===== config.mk =====
export PLATFORM = sky130hd
export DESIGN_NAME = pipe_adder
export DESIGN_NICKNAME = d
export VERILOG_FILES = /design/src/rtl/pipe_adder.sv
export SDC_FILE = /design/constraint.sdc
export NUM_CORES = 1
export LEC_CHECK = 0
export CORE_MARGIN = 1
export CORE_UTILIZATION = 60
export DETAILED_ROUTE_END_ITERATION = 6
export DONT_BUFFER_PORTS = 1
export GPL_TIMING_DRIVEN = 0
export PLACE_DENSITY = 0.76
export SLEW_MARGIN = 40
export SYNTH_ARGS = -nofsm -noshare
export SYNTH_HDL_FRONTEND = slang
export SYNTH_SLANG_ARGS = --single-unit

===== constraint.sdc =====
create_clock -name clk -period 15.5 [get_ports clk]
set_clock_uncertainty 0.15 [all_clocks]
set_input_delay 2.325 -clock clk [delete_from_list [all_inputs] [get_ports clk]]
set_output_delay 2.325 -clock clk [all_outputs]
set_load 0.03 [all_outputs]

===== src/rtl/pipe_adder.sv =====
// Pipelined ripple adder/subtractor: the carry chain is cut into STAGES segments of
// SIZE/STAGES bits, with skew registers carrying the unprocessed operand bits forward.
module pipe_adder #(
  parameter int SIZE   = 32,
  parameter int STAGES = 4
) (
  input  logic            clk,
  input  logic            rst_n,
  input  logic            in_valid,
  output logic            in_ready,
  input  logic [SIZE-1:0] X,
  input  logic [SIZE-1:0] Y,
  input  logic            CIN,
  input  logic            SUB,
  output logic            out_valid,
  input  logic            out_ready,
  output logic [SIZE-1:0] S,
  output logic            COUT,
  output logic            OVF
);
  localparam int STG   = (STAGES < 1) ? 1 : STAGES;
  localparam int CHUNK = SIZE / STG;

  if (STAGES < 1 || SIZE < 1 || (SIZE % STG) != 0) begin : g_param_chk
    $error("pipe_adder: SIZE must be a positive exact multiple of STAGES, STAGES >= 1");
  end

  logic            w_en;
  logic [SIZE-1:0] w_yi;
  logic            w_cin;

  // Subtract is X + ~Y + ~CIN, so the carry-in doubles as an inverted borrow-in.
  assign w_en     = ~out_valid | out_ready;
  assign in_ready = w_en;
  assign w_yi     = SUB ? ~Y : Y;
  assign w_cin    = CIN ^ SUB;

  for (genvar k = 0; k < STG; k++) begin : g_stg
    localparam int LO  = k * CHUNK;
    localparam int REM = SIZE - LO;

    logic [REM-1:0]      w_a;
    logic [REM-1:0]      w_b;
    logic                w_ci;
    logic                w_vin;
    logic [CHUNK:0]      w_sum;
    logic [LO+CHUNK-1:0] w_s_nxt;
    logic                r_vld;
    logic                r_c;
    logic [LO+CHUNK-1:0] r_s;

    // ---- stage k input: operands straight from the ports, or from stage k-1 skew regs
    if (k == 0) begin : g_head
      assign w_a     = X;
      assign w_b     = w_yi;
      assign w_ci    = w_cin;
      assign w_vin   = in_valid & in_ready;
      assign w_s_nxt = w_sum[CHUNK-1:0];
    end else begin : g_body
      assign w_a     = g_stg[k-1].g_fwd.r_x;
      assign w_b     = g_stg[k-1].g_fwd.r_y;
      assign w_ci    = g_stg[k-1].r_c;
      assign w_vin   = g_stg[k-1].r_vld;
      assign w_s_nxt = {w_sum[CHUNK-1:0], g_stg[k-1].r_s};
    end

    assign w_sum = {1'b0, w_a[CHUNK-1:0]} + {1'b0, w_b[CHUNK-1:0]} + {{CHUNK{1'b0}}, w_ci};

    always_ff @(posedge clk or negedge rst_n) begin
      if (!rst_n) begin
        r_vld <= 1'b0;
      end else if (w_en) begin
        r_vld <= w_vin;
      end
    end

    always_ff @(posedge clk) begin
      if (w_en) begin
        r_c <= w_sum[CHUNK];
        r_s <= w_s_nxt;
      end
    end

    // ---- stage k output: skew regs for upper bits, or overflow flag on the last stage
    if (k < STG - 1) begin : g_fwd
      logic [REM-CHUNK-1:0] r_x;
      logic [REM-CHUNK-1:0] r_y;

      always_ff @(posedge clk) begin
        if (w_en) begin
          r_x <= w_a[REM-1:CHUNK];
          r_y <= w_b[REM-1:CHUNK];
        end
      end
    end else begin : g_last
      logic r_ovf;

      // Carry into the MSB is recovered as a ^ b ^ sum at that bit.
      always_ff @(posedge clk) begin
        if (w_en) begin
          r_ovf <= (w_a[CHUNK-1] ^ w_b[CHUNK-1] ^ w_sum[CHUNK-1]) ^ w_sum[CHUNK];
        end
      end
    end
  end

  // Result outputs read as zero whenever no valid result is held, including in reset.
  assign out_valid = g_stg[STG-1].r_vld;
  assign S         = out_valid ? g_stg[STG-1].r_s : '0;
  assign COUT      = out_valid & g_stg[STG-1].r_c;
  assign OVF       = out_valid & g_stg[STG-1].g_last.r_ovf;

endmodule


==> run summary, run 1 <==
The flow ran to the end, and the final reports show no timing, DRC or antenna violations. The cell count after placement was 594; the detailed-route vias per instance was 5.305. The detailed router finished its first iteration with 162 violations. Static timing analysis puts the maximum clock frequency at 0.1744 GHz. Total power for the finished layout comes to 0.001739 W.

For the largest net degree at the start of global routing, the log shows 88. Clock-pin slew was measured on the worst setup and hold paths at 0.07 ns. The transition time of the tightest slew-check pin was 0.6114 ns; the number of fillers in the final layout was 791. CTS built an H-tree with a depth of 4. Growth of design area from synthesis to finish: 11.89%. The final RePlAce weighted congestion was 0.8260; the final count of hold timing violations was 0.

The run gives 0.6893 as the fraction of the core area covered by cells at the end of the flow. The number of hold buffers added after CTS was 0. The first global-routing pass estimated 15.61 mm of wire.

In this run the worst path has a maximum fanout of 86. The post-route clock period utilization was 0.3700. The tools report the maximum clock insertion buffer count as 2.

Counting the buffers created by CTS gives 17. The tools report the type of destination of the critical path as a primary output. The maximum vdd ir drop is 0.0001056 V.

TritonCTS built the clock tree. The core region is 12060 µm². For the final routed database, the setup TNS stands at 0 ns.

In this run the clock root is driven by a sky130_fd_sc_hd__clkbuf_16. For the wire length reported by the detailed router, the log shows 9.881 mm. For the worst-skew pair, the clock arrives at the later sink with an insertion delay of 0.42 ns.

The required time of the worst setup path is 13.03 ns. The count of cells in the finished layout, fillers not included, comes to 626. The number of gates resized after cts was 0.

For this design the ratio of total power to cell area is 209.1 nW/µm². The logs give 6.536 mm for the detailed-placement wirelength estimate and 3231 for the number of global-route vias before repair. The die covers 12830 µm². For the initial standard-cell utilization of the core, the log shows 0.6161. The total of buffers placed on input and output ports was 0.

The remaining design rule violation count came out at 0. The post-CTS setup repair buffer count was 0. The logs give 185 for the TritonCTS sink count and 0 for the overall overflow remaining after global route. Across the run, the number of max-cap violations was 0. Dividing the detail-routed wire length by the instance count gives 15.78 µm. The height of the die came out at 113.3 µm.

The final number of max-transition violations was 0; the headroom to the max-slew limit was 0.5916. Fraction of the yosys area taken by sequential cells: 0.7449. Setup repair after global routing left no endpoint under its margin. The run gives 0 as the number of warnings reported in the yosys synthesis log. The run gives 7704 µm² as the total cell area at the placement stage. The floorplan has 40 rows. The tools report the static power due to leakage as 3.058 nW. STA classifies the critical path startpoint as a primary input.

Setup violations remaining at the end of the flow were counted as 0. Measured along the x axis, the die boundary spans 113.3 µm. Once detail routing completed, the nets flagged for antenna violations numbered 0. The layout cell share with drive strength beyond 1 is 0.1004.

For this run, the detailed router's first-pass iteration total came to 6. Time the final worst path needs with I/O delays and setup: 5.735 ns. The synthesized instance count is 424. Across all layers, the routed design uses 3321 vias. Total track usage: 0.1673.

The worst path arrival time was 3.26 ns; the number of antenna violations at the first check in global routing was 0. Class of the most critical setup path: in2out. The worst hold path class is reg2reg. The count of different cell masters after synthesis was 38; the number of synthesized register bits was 185.

The net count after synthesis was 530; the total non-filler cell area in the finished layout was 8314 µm². The number of antenna repair diodes was 0; the count of pins on the block boundary was 106. The synthesized netlist occupies a cell area of 7431 µm². A synthesized cell averages 17.53 µm². The tools report the post-layout net count as 551.
cell usage after synthesis, drive strengths merged:
cell type  instances  area [µm²]
edfxtp           181        5435
xor2              36       315.3
and2              35       219.0
ha                28       350.3
xnor2             17       148.9
a21oi             16       80.08
inv               14       52.55
o21ai             12       60.06
nor2               9       36.29
a21o               8       60.06
fa                 8       160.2
a211oi             7       57.55
o21bai             7       52.55
o21a               6       46.30
clkbuf             4       15.01
dfrtp              4       100.1
o31ai              4       30.03
a21boi             3       22.52
buf                3       15.01
mux2               3       33.78
nand2              3       11.26
nor2b              3       18.77
nor3               3       15.01
a221oi             1       8.760
a22oi              1       12.51
a311o              1       10.01
and3               1       6.260
o311ai             1       16.27
o31a               1       8.760
o32a               1       10.01
or2                1       6.260
or3                1       6.260
or4b               1       10.01
logic make-up (layout without fill, tap and decap cells):
family | after synthesis | in the layout | share of synthesized area
fa+ha+maj | 36 | 36 | 0.06870
buf+inv | 21 | 55 | 0.01111
compound gates | 69 | 69 | 0.06399
simple gates | 57 | 57 | 0.04429
flops | 185 | 185 | 0.7449
mux | 3 | 3 | 0.004546
xor+xnor | 53 | 53 | 0.06247
cells in the final DEF (no fill, tap or decap), types with 2 or more instances in the layout:
| cell | netlist | final |
|---|---|---|
| sky130_fd_sc_hd__dfrtp_1 | 4 | 4 |
| sky130_fd_sc_hd__o21ai_0 | 10 | 10 |
| sky130_fd_sc_hd__inv_6 | 0 | 7 |
| sky130_fd_sc_hd__nor3_1 | 3 | 3 |
| sky130_fd_sc_hd__inv_1 | 14 | 13 |
| sky130_fd_sc_hd__clkbuf_1 | 4 | 5 |
| sky130_fd_sc_hd__ha_1 | 28 | 28 |
| sky130_fd_sc_hd__a21o_1 | 8 | 8 |
| sky130_fd_sc_hd__a21boi_0 | 2 | 2 |
| sky130_fd_sc_hd__a211oi_1 | 6 | 6 |
| sky130_fd_sc_hd__mux2_2 | 3 | 3 |
| sky130_fd_sc_hd__o21bai_1 | 7 | 7 |
| sky130_fd_sc_hd__o21ai_1 | 2 | 2 |
| sky130_fd_sc_hd__nand2_1 | 3 | 3 |
| sky130_fd_sc_hd__a21oi_1 | 16 | 16 |
| sky130_fd_sc_hd__edfxtp_1 | 181 | 181 |
| sky130_fd_sc_hd__xnor2_1 | 17 | 17 |
| sky130_fd_sc_hd__buf_2 | 3 | 3 |
| sky130_fd_sc_hd__clkbuf_16 | 0 | 17 |
| sky130_fd_sc_hd__nor2_1 | 8 | 8 |
| sky130_fd_sc_hd__nor2b_1 | 3 | 3 |
| sky130_fd_sc_hd__fa_1 | 8 | 8 |
| sky130_fd_sc_hd__o31ai_1 | 4 | 4 |
| sky130_fd_sc_hd__buf_16 | 0 | 2 |
| sky130_fd_sc_hd__xor2_1 | 36 | 36 |
| sky130_fd_sc_hd__bufinv_16 | 0 | 3 |
| sky130_fd_sc_hd__clkinv_4 | 0 | 2 |
| sky130_fd_sc_hd__o21a_1 | 5 | 5 |
| sky130_fd_sc_hd__and2_1 | 35 | 35 |
state kept, by name, summed over array words and instances, names as in the netlist:
name                cells
g_stg.r_s              80
g_stg.g_last.r_ovf      1
g_stg.r_c               4
g_stg.g_fwd.r_y        48
g_stg.r_vld             3
out_valid               1
g_stg.g_fwd.r_x        48
area by class of cell:
| type | instances | area [µm²] | area share |
|---|---|---|---|
| tap | 168 | 210.2 | 0.02528 |
| buffer | 7 | 30.03 | 0.003612 |
| clock inverter | 14 | 181.4 | 0.02182 |
| multi-input combinational | 218 | 1813 | 0.2181 |
| timing repair buffer | 2 | 55.05 | 0.006622 |
| inverter | 14 | 60.06 | 0.007223 |
| sequential | 185 | 5535 | 0.6658 |
| clock buffer | 18 | 429.2 | 0.05162 |
critical path, cell delays in order:
cell                      delay (ns)
sky130_fd_sc_hd__nor2b_1        0.47
sky130_fd_sc_hd__inv_8          0.13
sky130_fd_sc_hd__buf_16         0.27
per-stage QoR:
step / worst slack (ns) / hold slack, ns
finish: 9.765 / 0.2633
global route: 9.681 / 0.2674
CTS: 9.751 / 0.2661
detailed placement: 9.755 / 0.2545
global placement: 5.827 / 0.2513
floorplan: 6.946 / 0.2503
power breakdown:
part	internal (W)	switching [W]
Sequential	0.000793	0.0000486
Combinational	0.000151	0.000308
Clock	0.000258	0.000181
final timing paths:
check / start / endpoint / slack, ns / cells after the start
setup / recovery: out_ready / in_ready / 9.77 / 3
hold / removal: g_stg[1].r_s[10] / g_stg[2].r_s[10] / 0.26 / 0
setup reg to reg: g_stg[2].r_c / g_stg[3].g_last.r_ovf / 12.74 / 7
hold reg to reg: g_stg[1].r_s[10] / g_stg[2].r_s[10] / 0.26 / 0
max in group asynchronous: rst_n / g_stg[0].r_vld / 13.69 / 0
min in group asynchronous: rst_n / g_stg[2].r_vld / 1.45 / 0
per-layer routing:
metal	up-vias	GRT usage	routed length, µm
li1	1627	-	-
met1	1587	0.1866	3924
met2	88	0.2883	5277
met3	19	0.05303	473
met4	0	0.08772	206
met5	-	0	0
No activity file was read; power rests on OpenSTA's default activity.
==> run 2, diff against run 1 <==
Settings changed: CORE_UTILIZATION 60 to 57, PLACE_DENSITY 0.76 to 0.75.
Clock period 15.5 ns to 5.1 ns, I/O delays scaled along.
==> run 2 against run 1 <==
Compared with the run above: die area increased by 5.2%; power increased to 3.0 times the previous value; worst hold slack got worse by 0.0048 ns; final cell count increased by 1.9%; count of clock-buffer cells in the layout unchanged; largest cell class unchanged; clock power increased to 2.6 times the previous value.
==> run summary, run 2 (synthesized netlist as in run 1, its figures left out) <==
The number of gates resized after cts was 0 (unchanged); the height of the die was 116.2 µm (was 113.3 µm). The number of global-route vias before repair is 3354 (was 3231). Kind of launch point of the worst setup path: a register (was a primary input). The logs give 0 (unchanged) for the overall overflow remaining after global route and 7835 µm² (was 7704 µm²) for the total cell area at the placement stage. The switching part of the total power is 0.3166 (was 0.3090), and the met2 wire length is 5.471 mm (was 5.277 mm). The fraction of the core area covered by cells at the end of the flow was 0.6610 (was 0.6893); the final-layout worst hold slack was 0.2586 ns (was 0.2633 ns). The maximum level of the CTS H-tree was 4 (unchanged); the final count of hold timing violations was 0 (unchanged). The library cell contributing the largest single delay on the critical path is sky130_fd_sc_hd__dfrtp_1 (was sky130_fd_sc_hd__nor2b_1).

The run gives 30 (was 88) as the largest net degree at the start of global routing. Commonest non-fill, non-tap cell in the layout: sky130_fd_sc_hd__edfxtp_1 (unchanged). The clock insertion delay at the later pin of the skew report was 0.42 ns (about the same); the largest incremental delay on the critical path was 0.63 ns (was 0.47 ns). The core region area came out at 12670 µm² (was 12060 µm²). For the total non-filler cell area in the finished layout, the log shows 8376 µm² (was 8314 µm²). The die width is 116.2 µm (was 113.3 µm). The count of nets left with antenna violations after detail routing is 0 (unchanged). The worst path arrival time is 2.61 ns (was 3.26 ns), and the post-layout net count is 558 (was 551).

The transition time of the tightest slew-check pin came out at 0.4781 ns (was 0.6114 ns). For the wire length of the first global-routing pass, the log shows 16.01 mm (was 15.61 mm). The number of rows created at floorplan came out at 41 (was 40).

The final number of setup-violating endpoints came out at 0 (unchanged). TritonCTS built the clock tree. Maximum vdd ir drop: 0.0002801 V (was 0.0001056 V).

The flow ran to the end, and the final reports show no timing, DRC or antenna violations. The total track usage is 0.1668 (was 0.1673). For the share of power burned in the clock network, the log shows 0.223 (was 0.252). Layout cell share with drive strength beyond 1: 0.1075 (was 0.1004). Wire length reported by the detailed router: 10.23 mm (was 9.881 mm). Required time of the worst setup path: 4.18 ns (was 13.03 ns).

For the remaining design rule violation count, the log shows 0 (unchanged). The buffer type at the clock tree root is sky130_fd_sc_hd__clkbuf_16 (unchanged). The number of antenna violations at the first check in global routing came out at 1 (was 0). The worst path needs 3.521 ns of the cycle, external delays included. The initial detailed-routing violation count came out at 132 (was 162).

Leading cell types in the layout, fill and taps excluded: 181 x sky130_fd_sc_hd__edfxtp_1, 36 x sky130_fd_sc_hd__xor2_1, 35 x sky130_fd_sc_hd__and2_1 (unchanged). Proportion of power drawn by flip-flops and latches: 0.494 (was 0.484). The run gives 0.6813 (was 0.5916) as the headroom to the max-slew limit. The detailed-placement wirelength estimate was 7.216 mm (was 6.536 mm); the clock-pin slew on the worst setup and hold paths was 0.07 ns (about the same). The flip-flop count of the largest register, all copies and words added is 80 (unchanged). The total of buffers placed on input and output ports came out at 0 (unchanged). Class of the most critical setup path: reg2out (was in2out). The TritonCTS buffer count came out at 17 (unchanged).

The critical-path maximum fanout works out to 22 (was 86). Highest metal layer with signal wires: met4 (unchanged). The tools report the initial standard-cell utilization of the core as 0.5865 (was 0.6161).

Setup repair after global routing left no endpoint under its margin. The average wire per cell in the routed design is 16.03 µm (was 15.78 µm). Worst path cell trace: nor2b_1 -> clkinvlp_4 -> buf_16 -> buf_16 -> buf_16 (was nor2b_1 -> inv_8 -> buf_16). Largest registers in the final layout: g_stg.r_s x80, g_stg.g_fwd.r_x x48, g_stg.g_fwd.r_y x48 (unchanged). The worst hold path class is reg2reg (unchanged). The power density over cell area was 618.5 nW/µm² (was 209.1 nW/µm²).

The routed length on met3 came out at 517 µm (was 473 µm). The detailed-route wire length on metal 1 is 4.015 mm (was 3.924 mm). The net switching power of the design was 0.001640 W (was 0.0005373 W); the final number of max-transition violations was 0 (unchanged). Count of pins on the block boundary: 106 (unchanged). For the share of power burned in combinational logic, the log shows 0.282 (was 0.264). Dominant cell type by count on the critical path: sky130_fd_sc_hd__buf_16. The logs give 0 (unchanged) for the number of maximum-capacitance violations and 13500 µm² (was 12830 µm²) for the total die area.

The tools report the internal power summed over all cells as 0.003541 W (was 0.001201 W). The tools report the type of destination of the critical path as a primary output (unchanged). TritonCTS sink count: 185 (unchanged). For the highest attainable clock frequency, the log shows 0.2840 GHz. The final RePlAce weighted congestion was 0.8034 (was 0.8260); the detailed-route vias per instance was 5.303 (was 5.305). The static power due to leakage was 3.067 nW (was 3.058 nW); the number of iterations in the first detailed-routing pass was 5 (was 6). The growth of design area from synthesis to finish was 12.71% (was 11.89%).

The total via count in the routed design is 3383 (was 3321), and the maximum clock insertion buffer count is 2 (unchanged). The register name with the most flops was g_stg.r_s (unchanged). For the post-CTS setup repair buffer count, the log shows 0 (unchanged).

The post-route clock period utilization came out at 0.6903.
[run 2: changes by cell type in the layout (fill, tap and decap cells not counted), sizes merged]
cell,change
buf,+6
bufinv,-3
clkinv,+3
clkinvlp,+5
diode,+1
dlygate4sd3,+1
inv,-5
[run 2: final timing paths]
path	start	end	slack, ns	depth (start not counted)
setup / recovery	out_valid	in_ready	1.58	5
hold / removal	g_stg[0].r_s[3]	g_stg[1].r_s[3]	0.26	0
setup reg to reg	g_stg[2].r_c	g_stg[3].g_last.r_ovf	2.36	7
hold reg to reg	g_stg[0].r_s[3]	g_stg[1].r_s[3]	0.26	0
max in group asynchronous	rst_n	out_valid	4.18	1
min in group asynchronous	rst_n	g_stg[0].r_vld	0.46	1
[run 2: worst max-delay path: cells and delay by family, from the launching register on]
family	cells	cell delay (ns)
flops	1	0.63
buf+inv	4	1.05
simple gates	1	0.47
[run 2: final cells by class]
type / count / area (µm²)
Sequential cell: 185 / 5535
Fill cell: 885 / 4295
Multi-Input combinational cell: 218 / 1813
Clock buffer: 18 / 429.2
Tap cell: 172 / 215.2
Timing Repair Buffer: 9 / 195.2
Clock inverter: 14 / 98.84
Inverter: 14 / 56.30
Buffer: 7 / 30.03
Antenna cell: 1 / 2.502
[run 2: layer usage]
metal | global-route usage | vias up
met3 | 0.05968 | 22
met5 | 0 | -
met4 | 0.09145 | 0
met2 | 0.2901 | 95
li1 | - | 1652
met1 | 0.1772 | 1614
[run 2: metrics by stage]
step | power (W) | worst slack, ns | setup TNS [ns] | instances
CTS | 0.005227 | 1.520 | 0 | 637
global placement | 0.003928 | -0.4524 | -79.88 | 596
floorplan | 0.003727 | 0.5063 | 0 | 424
finish | 0.005181 | 1.579 | 0 | 638
detailed placement | 0.004060 | 1.449 | 0 | 604
global route | 0.005468 | 1.358 | 0 | 637
[run 2: power groups by stage]
stage | Combinational (W) | Clock, W | Sequential, W
2_1_floorplan | 0.00115 | 0 | 0.00258
5_1_grt | 0.00161 | 0.00124 | 0.00262
4_1_cts | 0.00147 | 0.00118 | 0.00257
6_report | 0.00146 | 0.00116 | 0.00256
3_5_place_dp | 0.00146 | 0 | 0.00260
3_3_place_gp | 0.00131 | 0 | 0.00262
[run 2: what timing repair did]
item                       4_1_cts  5_1_grt
setup endpoints to repair        0        0
hold endpoints to repair         4        0
hold buffers                     1        0
